===== config.mk =====
export PLATFORM = sky130hd
export DESIGN_NAME = dmem_arbiter
export DESIGN_NICKNAME = d
export VERILOG_FILES = /design/src/rtl/dmem_arbiter_pkg.sv /design/src/rtl/dmem_arbiter_rr_pick2.sv /design/src/rtl/dmem_arbiter.sv
export SDC_FILE = /design/constraint.sdc
export NUM_CORES = 1
export LEC_CHECK = 0
export ABC_AREA = 1
export ABC_CLOCK_PERIOD_IN_PS = 4400
export CORE_ASPECT_RATIO = 1.25
export CORE_UTILIZATION = 39
export DETAILED_ROUTE_END_ITERATION = 16
export PLACE_DENSITY_LB_ADDON = 0.25
export SYNTH_ARGS = -nofsm -noshare
export SYNTH_HDL_FRONTEND = slang
export SYNTH_SLANG_ARGS = --single-unit

===== constraint.sdc =====
create_clock -name clk -period 4.4 [get_ports clk]
set_input_delay 1.1 -clock clk [delete_from_list [all_inputs] [get_ports clk]]
set_output_delay 1.1 -clock clk [all_outputs]
set_load 0.01 [all_outputs]

===== src/rtl/dmem_arbiter_pkg.sv =====
// Shared types and constants for the dmem arbiter and related blocks.
package dmem_arbiter_pkg;

    typedef enum logic {
        IDLE   = 1'b0,
        ACCESS = 1'b1
    } state_t;

    localparam logic REQ_CPU = 1'b0;
    localparam logic REQ_DBG = 1'b1;

    localparam int STAT_W = 16;

endpackage


===== src/rtl/dmem_arbiter_rr_pick2.sv =====
// Two-way combinational picker: round-robin on conflict, or fixed priority
// to requester 0 when FIXED_PRI is set.
module rr_pick2 #(
    parameter bit FIXED_PRI = 1'b0
) (
    input  logic i_req0,
    input  logic i_req1,
    input  logic i_last_grant,
    output logic o_valid,
    output logic o_winner
);

    // Winner selection; a lone requester always wins.
    always_comb begin
        o_valid  = i_req0 | i_req1;
        o_winner = 1'b0;
        if (i_req0 && i_req1) begin
            o_winner = FIXED_PRI ? 1'b0 : ~i_last_grant;
        end else if (i_req1) begin
            o_winner = 1'b1;
        end
    end

endmodule


===== src/rtl/dmem_arbiter.sv =====
// Two-requester dmem arbiter: CPU data port (0) and loader/debug port (1).
// One access in flight; grant in IDLE, memory cycle in ACCESS, read data
// returned one cycle later with an rvalid pulse to the owner.
// Optional: define DMEM_ARBITER_STATS_EN to add saturating grant/conflict
// counters (cnt_gnt0, cnt_gnt1, cnt_conflict).
module dmem_arbiter
    import dmem_arbiter_pkg::*;
#(
    parameter int n         = 16,
    parameter bit FIXED_PRI = 1'b0
) (
    input  logic         clk,
    input  logic         reset,
    input  logic         req0,
    input  logic         req1,
    input  logic         we0,
    input  logic         we1,
    input  logic [n-1:0] adr0,
    input  logic [n-1:0] adr1,
    input  logic [n-1:0] wd0,
    input  logic [n-1:0] wd1,
    output logic         gnt0,
    output logic         gnt1,
    output logic         rvalid0,
    output logic         rvalid1,
    output logic [n-1:0] rdata,
    output logic         mem_we,
    output logic [n-1:0] mem_adr,
    output logic [n-1:0] mem_wd,
    input  logic [n-1:0] mem_rd
`ifdef DMEM_ARBITER_STATS_EN
    ,
    output logic [STAT_W-1:0] cnt_gnt0,
    output logic [STAT_W-1:0] cnt_gnt1,
    output logic [STAT_W-1:0] cnt_conflict
`endif
);

    state_t       r_state;
    state_t       w_state_nxt;
    logic         r_owner;
    logic         r_last;
    logic         r_we;
    logic [n-1:0] r_adr;
    logic [n-1:0] r_wd;
    logic [n-1:0] r_rdata;
    logic         r_rvalid0;
    logic         r_rvalid1;

    logic         w_pick_valid;
    logic         w_pick_winner;
    logic         w_grant;

    rr_pick2 #(
        .FIXED_PRI (FIXED_PRI)
    ) u_pick (
        .i_req0       (req0),
        .i_req1       (req1),
        .i_last_grant (r_last),
        .o_valid      (w_pick_valid),
        .o_winner     (w_pick_winner)
    );

    // State register.
    always_ff @(posedge clk or posedge reset) begin
        if (reset) begin
            r_state <= IDLE;
        end else begin
            r_state <= w_state_nxt;
        end
    end

    // Next state and grant decode; grants only ever issue from IDLE.
    always_comb begin
        w_state_nxt = r_state;
        w_grant     = 1'b0;
        gnt0        = 1'b0;
        gnt1        = 1'b0;
        case (r_state)
            IDLE: begin
                if (w_pick_valid && !reset) begin
                    w_grant     = 1'b1;
                    gnt0        = (w_pick_winner == REQ_CPU);
                    gnt1        = (w_pick_winner == REQ_DBG);
                    w_state_nxt = ACCESS;
                end
            end
            ACCESS: begin
                w_state_nxt = IDLE;
            end
            default: begin
                w_state_nxt = IDLE;
            end
        endcase
    end

    // Capture the winner's command and remember who was granted last.
    always_ff @(posedge clk or posedge reset) begin
        if (reset) begin
            r_owner <= REQ_CPU;
            r_last  <= REQ_DBG;
            r_we    <= 1'b0;
            r_adr   <= '0;
            r_wd    <= '0;
        end else if (w_grant) begin
            r_owner <= w_pick_winner;
            r_last  <= w_pick_winner;
            r_we    <= (w_pick_winner == REQ_DBG) ? we1  : we0;
            r_adr   <= (w_pick_winner == REQ_DBG) ? adr1 : adr0;
            r_wd    <= (w_pick_winner == REQ_DBG) ? wd1  : wd0;
        end
    end

    // Read completion: latch memory data and pulse the owner's rvalid.
    always_ff @(posedge clk or posedge reset) begin
        if (reset) begin
            r_rdata   <= '0;
            r_rvalid0 <= 1'b0;
            r_rvalid1 <= 1'b0;
        end else begin
            r_rvalid0 <= 1'b0;
            r_rvalid1 <= 1'b0;
            if (r_state == ACCESS && !r_we) begin
                r_rdata   <= mem_rd;
                r_rvalid0 <= (r_owner == REQ_CPU);
                r_rvalid1 <= (r_owner == REQ_DBG);
            end
        end
    end

    // mem_we follows the state register, so a reset drops it at once.
    assign mem_we  = (r_state == ACCESS) && r_we;
    assign mem_adr = r_adr;
    assign mem_wd  = r_wd;
    assign rdata   = r_rdata;
    assign rvalid0 = r_rvalid0;
    assign rvalid1 = r_rvalid1;

`ifdef DMEM_ARBITER_STATS_EN
    logic [STAT_W-1:0] r_cnt_gnt0;
    logic [STAT_W-1:0] r_cnt_gnt1;
    logic [STAT_W-1:0] r_cnt_conflict;

    // Saturating usage counters.
    always_ff @(posedge clk or posedge reset) begin
        if (reset) begin
            r_cnt_gnt0     <= '0;
            r_cnt_gnt1     <= '0;
            r_cnt_conflict <= '0;
        end else begin
            if (gnt0 && r_cnt_gnt0 != '1) begin
                r_cnt_gnt0 <= r_cnt_gnt0 + STAT_W'(1);
            end
            if (gnt1 && r_cnt_gnt1 != '1) begin
                r_cnt_gnt1 <= r_cnt_gnt1 + STAT_W'(1);
            end
            if (r_state == IDLE && req0 && req1 && r_cnt_conflict != '1) begin
                r_cnt_conflict <= r_cnt_conflict + STAT_W'(1);
            end
        end
    end

    assign cnt_gnt0     = r_cnt_gnt0;
    assign cnt_gnt1     = r_cnt_gnt1;
    assign cnt_conflict = r_cnt_conflict;
`endif

endmodule


Word level (Yosys, flattened, before mapping):

Cells that the tools add are included.
W data, S select, Z words.

* add/sub/neg operators: 0
* multipliers: 0
* div/mod/pow operators: 0
* $lt $le $gt $ge: 0
* equal/unequal tests: 0
* shift-type cells: 0
* muxes and demuxes: 14
* bitwise logic cells: 5
* reductions and logical operators: 6

Operator list (number)
* $mux W16: 2
* $mux W1: 11
* $logic_and A1 B1 Y1: 4
* $not A1 Y1: 4
* $logic_not A1 Y1: 2
* $pmux W1 S2: 1
* $or A1 B1 Y1: 1

* bits in registers: 54
* bits in latches: 0
* bits in writable memories: 0
* bits in read-only memories: 0
* bits of input ports: 86
* output and inout port bits: 53
* word-level logic and storage cells: 34
* memories: 0

Logic depth before layout (Yosys ltp):

Gate-level depths: netlist of the first run.

* word-level depth: 5
* mapped depth: 7
* gate-level depth less buffers: 6

By module:

A second synthesis of the first run with hierarchy kept.

* cell total of the unflattened synthesis: 340
* area, all modules: 2593.7 µm²

By module, submodules not included
* dmem_arbiter: instances 1, cells an instance 337, area an instance 2578.7 µm², seq. area each 1352.5 µm²
* rr_pick2: instances 1, cells an instance 3, area an instance 15.0 µm², seq. area each 0.0 µm²

Worst setup path after synthesis of the first run:

OpenSTA, ideal clock, no wires.

* path kind: input port to output port
* start: in reset
* end: out gnt0
* data arrival time: 3.206 ns
* data required time: 3.300 ns
* path slack: 0.094 ns
* stages: 6
* path buffers: 1
* cell sequence: inv_1 -> nand2_1 -> nor2_8 -> inv_4 -> buf_6 -> a21oi_2

* cells in the longest elaborated chain, start to end: 4

Ends and longest elaborated chain
* start: declaration: line dmem_arbiter.sv:13 `input logic reset,`
* $logic_not A1 Y1 (no source line)
* $logic_and A1 B1 Y1: line dmem_arbiter.sv:81 `if (w_pick_valid && !reset) begin`
* $mux W1: line dmem_arbiter.sv:81
* $mux W1: line dmem_arbiter.sv:79 `case (r_state)`
* end: declaration: line dmem_arbiter.sv:22 `output logic gnt0,`

No other way between the ends.

Worst setup path after layout of the first run:

* start: in req1
* end: out gnt0

* cells in the longest elaborated chain, start to end: 5
* elaborated cells between the ends (all ways): 8
* those cells by class: 4 x mux; 2 x bitwise; 2 x reduce/logical

Ends and longest elaborated chain
* start: declaration: line dmem_arbiter.sv:15 `input logic req1,`
* $mux W1 / $logic_and A1 B1 Y1 (equally long branches): line dmem_arbiter_rr_pick2.sv:19, dmem_arbiter_rr_pick2.sv:17
* $mux W1: line dmem_arbiter_rr_pick2.sv:17 `if (i_req0 && i_req1) begin`
* $not A1 Y1: line dmem_arbiter.sv:83 `gnt0 = (w_pick_winner == REQ_CPU);`
* $mux W1 (*): line dmem_arbiter.sv:81
* $mux W1 (*): line dmem_arbiter.sv:79

Mark *: on every way between the ends. The rest lies on a longest branch, timed or not.

==> out/qor.csv, run 1 <==
metric,value,unit
ios,139,
clock_latency,0.30,ns
totalWireLength,6960,µm
ir_drop,0.1524,mV
start_kind,primary input,
yosys-top-cells-area,"dfrtp_1, nand2_1, nand3_1, inv_1, o21ai_1",
period_minus_slack,3.901,ns
cts_root_buf,clkbuf_8,
r2r-end,mem_wd[1],
cp.required,3.30,ns
arrival,2.80,ns
hold_depth,1,
cts_tree,built,
first_global_vias,2623,
rsz0062_at_grt,no,
overflow,0,
synth.yosys.seq_area_share,49.02,%
tns,0,ns
ys_types,20,
core,0.006689,mm²
synthArstFlopShare,100.0,%
grt_pass1_wl,11700,µm
htreeDepth,2,
track_usage,19.83,%
synthCells,373,
firstDrtPassIters,4,
yosys_warnings,0,
cts-resized-gates,0,
nets,590,
syn_nets,459,
relSlewSlack,30.84,%
antenna_cells,0,
clock_sinks,54,
drtIter0Drc,110,
fin_skew,0.005376,ns
whs_endpoint,rvalid0,
die_w,77.23,µm
yosysTopAreaCell,dfrtp_1,
min_path_type,flop to flop,
r2r_cells,6,
slew_viol_final,0,
fmax,0.2563,GHz
viasPerCell,4.438,
p_leak,2.258,nW
die_area,0.007417,mm²
io_buffers,138,
wire_per_inst,11.76,µm
p_per_area,352.3,mW/mm²
outcome,"complete, no violations",
critical_path_peak_fanout,28,
antenna_left,0,
post_cts_buffers,0,
crit_path_end_kind,primary output,
synth_common_cells,"nand2_1, inv_1, nand3_1",
fin_cells,592,
grt_max_degree,55,
die_y,96.04,µm
synth-main-ff-cell,dfrtp_1,
synth-seq-cells,54,
setup_viol,0,
r2r-start,r_last,
start_util,41.25,%
yosysTopAreaCellShare,48.07,%
drc,0,
drv_cap,0,
num_rows,33,
cts_hold_buf,0,
antenna_found_initial,0,
utilization,63.54,%
clock_path_buffers,2,
worst_pin_slew,1.037,ns
syn_area_per_cell,7.397,µm²
r2r_setup_slack,2.73,ns
yosysMostFrequentCell,nand2_1,
dp.cells,584,
crit_type,primary input to primary output,
gp_congestion,0.7652,
synth_edf_count,0,
synth_area,0.002759,mm²
hp-start,r_owner,
vias,2627,
clk_pin_slew,0.10,ns
hold_violations,0,
drive_gt1_share,4.356,%
cts_buffers,5,
dp_hpwl,5075,µm
power,1.498,mW
synthToLayoutAreaGrowth,54.06,%
period_share,88.66,%
-- metrics by stage --
stage | cell area, µm² | hold slack, ns | worst slack, ns
3_3_place_gp | 4153 | 0.4125 | 0.5291
3_5_place_dp | 4153 | 0.4157 | 0.5006
4_1_cts | 4250 | 0.4321 | 0.4937
6_report | 4250 | 0.4315 | 0.4988
5_1_grt | 4250 | 0.4534 | 0.4057
2_1_floorplan | 2759 | 0.4022 | 0.09376
-- power breakdown --
| group | internal (mW) | switching [mW] |
|---|---|---|
| Sequential | 0.603 | 0.0577 |
| Clock | 0.119 | 0.171 |
| Combinational | 0.309 | 0.238 |
| Total | 1.03 | 0.467 |
-- cell usage in the layout (no fill, tap or decap) --
master and n:
nand2_1 119, inv_1 86, nor2_4 1, o21ai_0 1, inv_2 1, nor2_1 3
buf_4 6, a21oi_2 1, o21ai_1 16, or2_1 1, dfrtp_1 53, clkinv_4 1
nand2_2 2, inv_8 1, dfstp_2 1, inv_6 1, nand3_1 66, clkdlybuf4s50_1 138
nor2_8 1, clkbuf_8 5, inv_4 1
-- registers in the layout, indices dropped and copies added (netlist names) --
| signal | cells |
|---|---|
| mem_adr | 16 |
| mem_wd | 16 |
| rdata | 16 |
| r_last | 1 |
| r_owner | 1 |
| r_state | 1 |
| r_we | 1 |
| rvalid0 | 1 |
| rvalid1 | 1 |
-- logic make-up after synthesis --
group,after synthesis,synth area share (%)
and+or+nand+nor,193,30.39
buffers and inverters,108,17.19
DFF,54,49.03
AOI/OAI and AO/OA,18,3.401
-- critical path: stages --
cell             delay, ns
clkdlybuf4s50_1       0.73
buf_4                 0.38
a21oi_2               0.09
clkdlybuf4s50_1       0.49
-- how the worst max path moves through the flow --
| stage | to | from | depth (start not counted) |
|---|---|---|---|
| 3_3_place_gp | gnt0 | req1 | 4 |
| 6_report | gnt0 | req1 | 4 |
| 5_1_grt | gnt0 | req1 | 4 |
| 2_1_floorplan | gnt0 | reset | 6 |
| 4_1_cts | gnt0 | req1 | 4 |
| 3_5_place_dp | gnt0 | req1 | 4 |
-- per-layer routing --
layer | global-route usage, % | share of wire [%] | vias to the layer above
met5 | 0 | 0 | -
li1 | - | - | 1363
met1 | 24.89 | 44 | 1176
met3 | 3.033 | 5.5 | 2
met4 | 5.503 | 0.36 | 0
met2 | 35.47 | 50 | 86
-- layout make-up --
cell class,instances,area [µm²]
clock buffer,5,68.82
tap,87,108.9
fill,626,2439
inverter,88,332.8
sequential,54,1353
multi-input combinational,211,932.1
timing repair buffer,144,1426
clock inverter,3,28.78
Power figures use the tool's default switching activity.
==> run 2: changes to the inputs <==
--- a/config.mk
+++ b/config.mk
@@ -12,4 +12,5 @@
 export DETAILED_ROUTE_END_ITERATION = 16
 export PLACE_DENSITY_LB_ADDON = 0.25
+export SETUP_SLACK_MARGIN = 0.3
 export SYNTH_ARGS = -nofsm -noshare
 export SYNTH_HDL_FRONTEND = slang
==> constraint.sdc (replaced) <==
create_clock -name clk -period 4.4 [get_ports clk]
set_input_delay 0.88 -clock clk [delete_from_list [all_inputs] [get_ports clk]]
set_output_delay 0.88 -clock clk [all_outputs]
set_load 0.01 [all_outputs]
==> out/qor.csv, run 2 (synthesis results as in run 1) <==
metric,value,unit
grt_use_met3,5.118,%
start_util,41.25,%
min_path_type,flop to flop,
clk_pin_slew,0.11,ns
drive_gt1_share,4.356,%
cp.required,3.52,ns
cts_root_buf,clkbuf_8,
final_area,0.004248,mm²
drtIter0Drc,84,
p_per_area,350.9,mW/mm²
slew_viol_final,0,
start_kind,primary input,
dpl-instance-area,0.004153,mm²
r2r-end,rdata[4],
hold_violations,0,
setup_viol,0,
ir_drop,0.1816,mV
period_share,77.04,%
io_buffers,138,
overflow,0,
num_rows,33,
critical_path_peak_fanout,17,
busiest_layer,met2,
crit_path_end_kind,primary output,
r2r_setup_slack,2.82,ns
cts-resized-gates,0,
drc,0,
arrival,2.51,ns
track_usage,19.28,%
post_cts_buffers,0,
clock_path_buffers,2,
tns,0,ns
fin_hold_ws,0.4261,ns
max_stage_delay,0.56,ns
gp_congestion,0.7635,
ios,139,
fmax,0.2950,GHz
die_area,0.007417,mm²
vias,2690,
htreeDepth,2,
die_w,77.23,µm
rsz0062_at_grt,no,
cts_buffers,5,
firstDrtPassIters,6,
antenna_left,0,
cts_tree,built,
clock_sinks,54,
slowest_stage,clkdlybuf4s50_1,
r2r_cells,4,
wire_per_inst,11.38,µm
utilization,63.51,%
critPathMostFrequentCell,clkdlybuf4s50_1,
drv_cap,0,
clock_latency,0.30,ns
grt_pass1_wl,11420,µm
whs_endpoint,rvalid0,
worst-path-buf-inv,3,
viasPerCell,4.544,
first_global_vias,2509,
dp_hpwl,4941,µm
grtUsageMet2,34.22,%
die_y,96.04,µm
grt_max_degree,55,
antenna_cells,0,
hold_depth,1,
met1_usage,23.44,%
final_common_cell,clkdlybuf4s50_1,
antenna_found_initial,0,
crit_chain,clkdlybuf4s50_1 -> buf_4 -> nand2_2 -> nor2_1 -> clkdlybuf4s50_1,
mostFrequentLayoutCells,"clkdlybuf4s50_1, nand2_1, inv_1",
cp_top_family,buffers and inverters,
outcome,"complete, no violations",
worst_pin_slew,0.9980,ns
crit_type,primary input to primary output,
fin_skew,0.01053,ns
period_minus_slack,3.390,ns
totalWireLength,6736,µm
cts_hold_buf,0,
core,0.006689,mm²
synthToLayoutAreaGrowth,53.97,%
p_leak,2.257,nW
relSlewSlack,33.47,%
r2r-start,r_state,
nets,590,
hp-start,r_owner,
run 2: cell count changes in the layout (fill, tap and decap cells not counted):
cell | previous run | this run
inv_8 | 1 | 0
inv_6 | 1 | 2
run 2: area by class of cell:
cell class / instances / area (µm²)
fillers: 626 / 2441
flip-flops and latches: 54 / 1353
clock inverters: 3 / 26.28
well taps: 87 / 108.9
clock buffers: 5 / 68.82
inverters: 88 / 332.8
repair buffers: 144 / 1426
multi-input cells: 211 / 932.1
run 2: metal layers:
| layer | vias to the layer above | share of wire, % |
|---|---|---|
| met5 | - | 0 |
| li1 | 1362 | - |
| met3 | 4 | 7.8 |
| met1 | 1219 | 42 |
| met2 | 105 | 49 |
| met4 | 0 | 0.62 |
run 2: per-stage QoR:
| stage | setup slack (ns) | instances | power, mW |
|---|---|---|---|
| 2_1_floorplan | 0.5338 | 373 | 0.9012 |
| 6_report | 1.010 | 592 | 1.491 |
| 4_1_cts | 0.9808 | 592 | 1.509 |
| 3_5_place_dp | 0.9952 | 584 | 1.220 |
| 3_3_place_gp | 0.9948 | 584 | 1.208 |
| 5_1_grt | 0.8901 | 592 | 1.585 |
run 2: worst max path at each step:
| stage | cells after the start | slack [ns] | to | startpoint |
|---|---|---|---|---|
| 3_5_place_dp | 7 | 1.0 | gnt0 | reset |
| 2_1_floorplan | 6 | 0.53 | gnt0 | reset |
| 3_3_place_gp | 7 | 0.99 | gnt0 | reset |
| 5_1_grt | 7 | 0.89 | gnt0 | reset |
| 6_report | 5 | 1.01 | gnt1 | req1 |
| 4_1_cts | 7 | 0.98 | gnt0 | reset |
run 2: worst reg2reg max path: cells and delay by family, from the launching register on:
kind / cells / cell delay, ns
DFF: 1 / 0.40
buffers and inverters: 1 / 0.06
AOI/OAI and AO/OA: 1 / 0.13
and+or+nand+nor: 2 / 0.91
run 2: report_power, final:
part           internal [mW]  total (mW)  switching, mW
clock network          0.117       0.285          0.168
logic                  0.309       0.546          0.237
registers              0.603       0.660         0.0573
total                   1.03        1.49          0.462
==> run 3: changes to the inputs <==
ABC_CLOCK_PERIOD_IN_PS = 2800   (was 4400)
CORE_UTILIZATION = 36   (was 39)
clock period = 2.8 ns   (was 4.4 ns; I/O delays follow)
==> out/qor.csv, run 3 (synthesis results as in run 1) <==
metric,value,unit
antenna_found_initial,0,
nets,592,
cts_root_buf,clkbuf_8,
whs_endpoint,rvalid0,
cts_buffers,5,
clock_path_buffers,2,
viasPerCell,4.544,
p_per_area,547.2,mW/mm²
min_path_type,flop to flop,
wire_per_inst,11.54,µm
drtIter0Drc,105,
track_usage,17.74,%
totalWireLength,6914,µm
die_area,0.008020,mm²
io_buffers,138,
ios,139,
r2r_cells,4,
clk_pin_slew,0.09,ns
drive_gt1_share,4.931,%
fin_skew,0.003036,ns
r2r-end,rdata[9],
core,0.007401,mm²
gp_congestion,0.7754,
p_leak,2.272,nW
die_w,80.30,µm
clock_sinks,54,
crit_path_end_kind,primary output,
antenna_cells,0,
grt_max_degree,55,
htreeDepth,2,
final_common_cell,clkdlybuf4s50_1,
antenna_left,0,
critical_path_peak_fanout,2,
vias,2722,
overflow,0,
die_y,99.88,µm
clock_latency,0.30,ns
crit_type,primary input to primary output,
drc,0,
hp-start,r_owner,
dp_hpwl,4917,µm
post_cts_buffers,0,
start_util,37.28,%
period_minus_slack,2.257,ns
drv_cap,0,
hold_violations,0,
relSlewSlack,28.75,%
cp.required,2.24,ns
firstDrtPassIters,4,
slew_viol_final,0,
r2r-start,r_state,
startpoint,req0,
num_rows,35,
rsz0062_at_grt,no,
hold_depth,1,
setup_viol,0,
mostFrequentLayoutCells,"clkdlybuf4s50_1, nand2_1, inv_1",
outcome,"complete, no violations",
fmax,0.4431,GHz
tns,0,ns
arrival,1.70,ns
r2r_setup_slack,1.16,ns
period_share,80.60,%
start_kind,primary input,
power,2.340,mW
first_global_vias,2465,
grt_pass1_wl,11150,µm
synthToLayoutAreaGrowth,55.01,%
ir_drop,0.2568,mV
worst_pin_slew,1.069,ns
cts_tree,built,
-- run 3: cell types whose count changed in the layout (fill, tap and decap cells not counted), moves of 2 or more --
cell             change
inv_6                -2
buf_4                +2
clkdlybuf4s50_1      -3
dlygate4sd2_1        +3
clkinvlp_4           +2
-- run 3: area by class of cell --
type,instances,area (µm²)
Fill cell,704,3124
Sequential cell,54,1353
Inverter,88,336.6
Clock inverter,2,12.51
Tap cell,92,115.1
Multi-Input combinational cell,211,939.7
Clock buffer,6,82.58
Timing Repair Buffer,146,1438
-- run 3: what timing repair did --
| item | 4_1_cts | 5_1_grt |
|---|---|---|
| setup endpoints to repair | 2 | 0 |
| hold buffers | 0 | 0 |
| resized for setup | 3 | 0 |
-- run 3: routing by layer --
| metal | share of wire, % | vias to the layer above | global-route usage (%) |
|---|---|---|---|
| li1 | - | 1368 | - |
| met1 | 42 | 1239 | 20.60 |
| met2 | 49 | 110 | 32.94 |
| met3 | 7.8 | 5 | 4.000 |
| met4 | 0.82 | 0 | 3.709 |
| met5 | 0 | - | 0 |
-- run 3: worst max-delay path by stage --
stage	to	slack [ns]	depth (start not counted)
floorplan	gnt0	0.30	6
global placement	gnt0	0.21	6
detailed placement	gnt0	0.18	6
CTS	gnt0	0.53	6
global route	gnt0	0.48	6
finish	gnt0	0.54	6
-- run 3: power breakdown --
group,switching [mW],internal (mW)
Clock,0.244,0.199
Sequential,0.0882,0.947
Combinational,0.374,0.487
Total,0.706,1.63
-- run 3: worst max-delay path, cell delays in order --
cell and delay (ns):
clkdlybuf4s50_1 0.54, nor2_4 0.06, nor2_8 0.13, inv_4 0.04
a21oi_2 0.08, dlygate4sd2_1 0.29
-- run 3: per-stage QoR --
stage	utilization [%]	cells	worst slack, ns	cell area, µm²	hold slack (ns)
2_1_floorplan	-	373	0.3017	2770	0.4022
3_3_place_gp	56.55	591	0.2120	4185	0.4083
4_1_cts	57.79	599	0.5298	4277	0.4214
3_5_place_dp	56.55	591	0.1849	4185	0.4089
6_report	57.79	599	0.5432	4277	0.4188
5_1_grt	57.79	599	0.4759	4277	0.4637
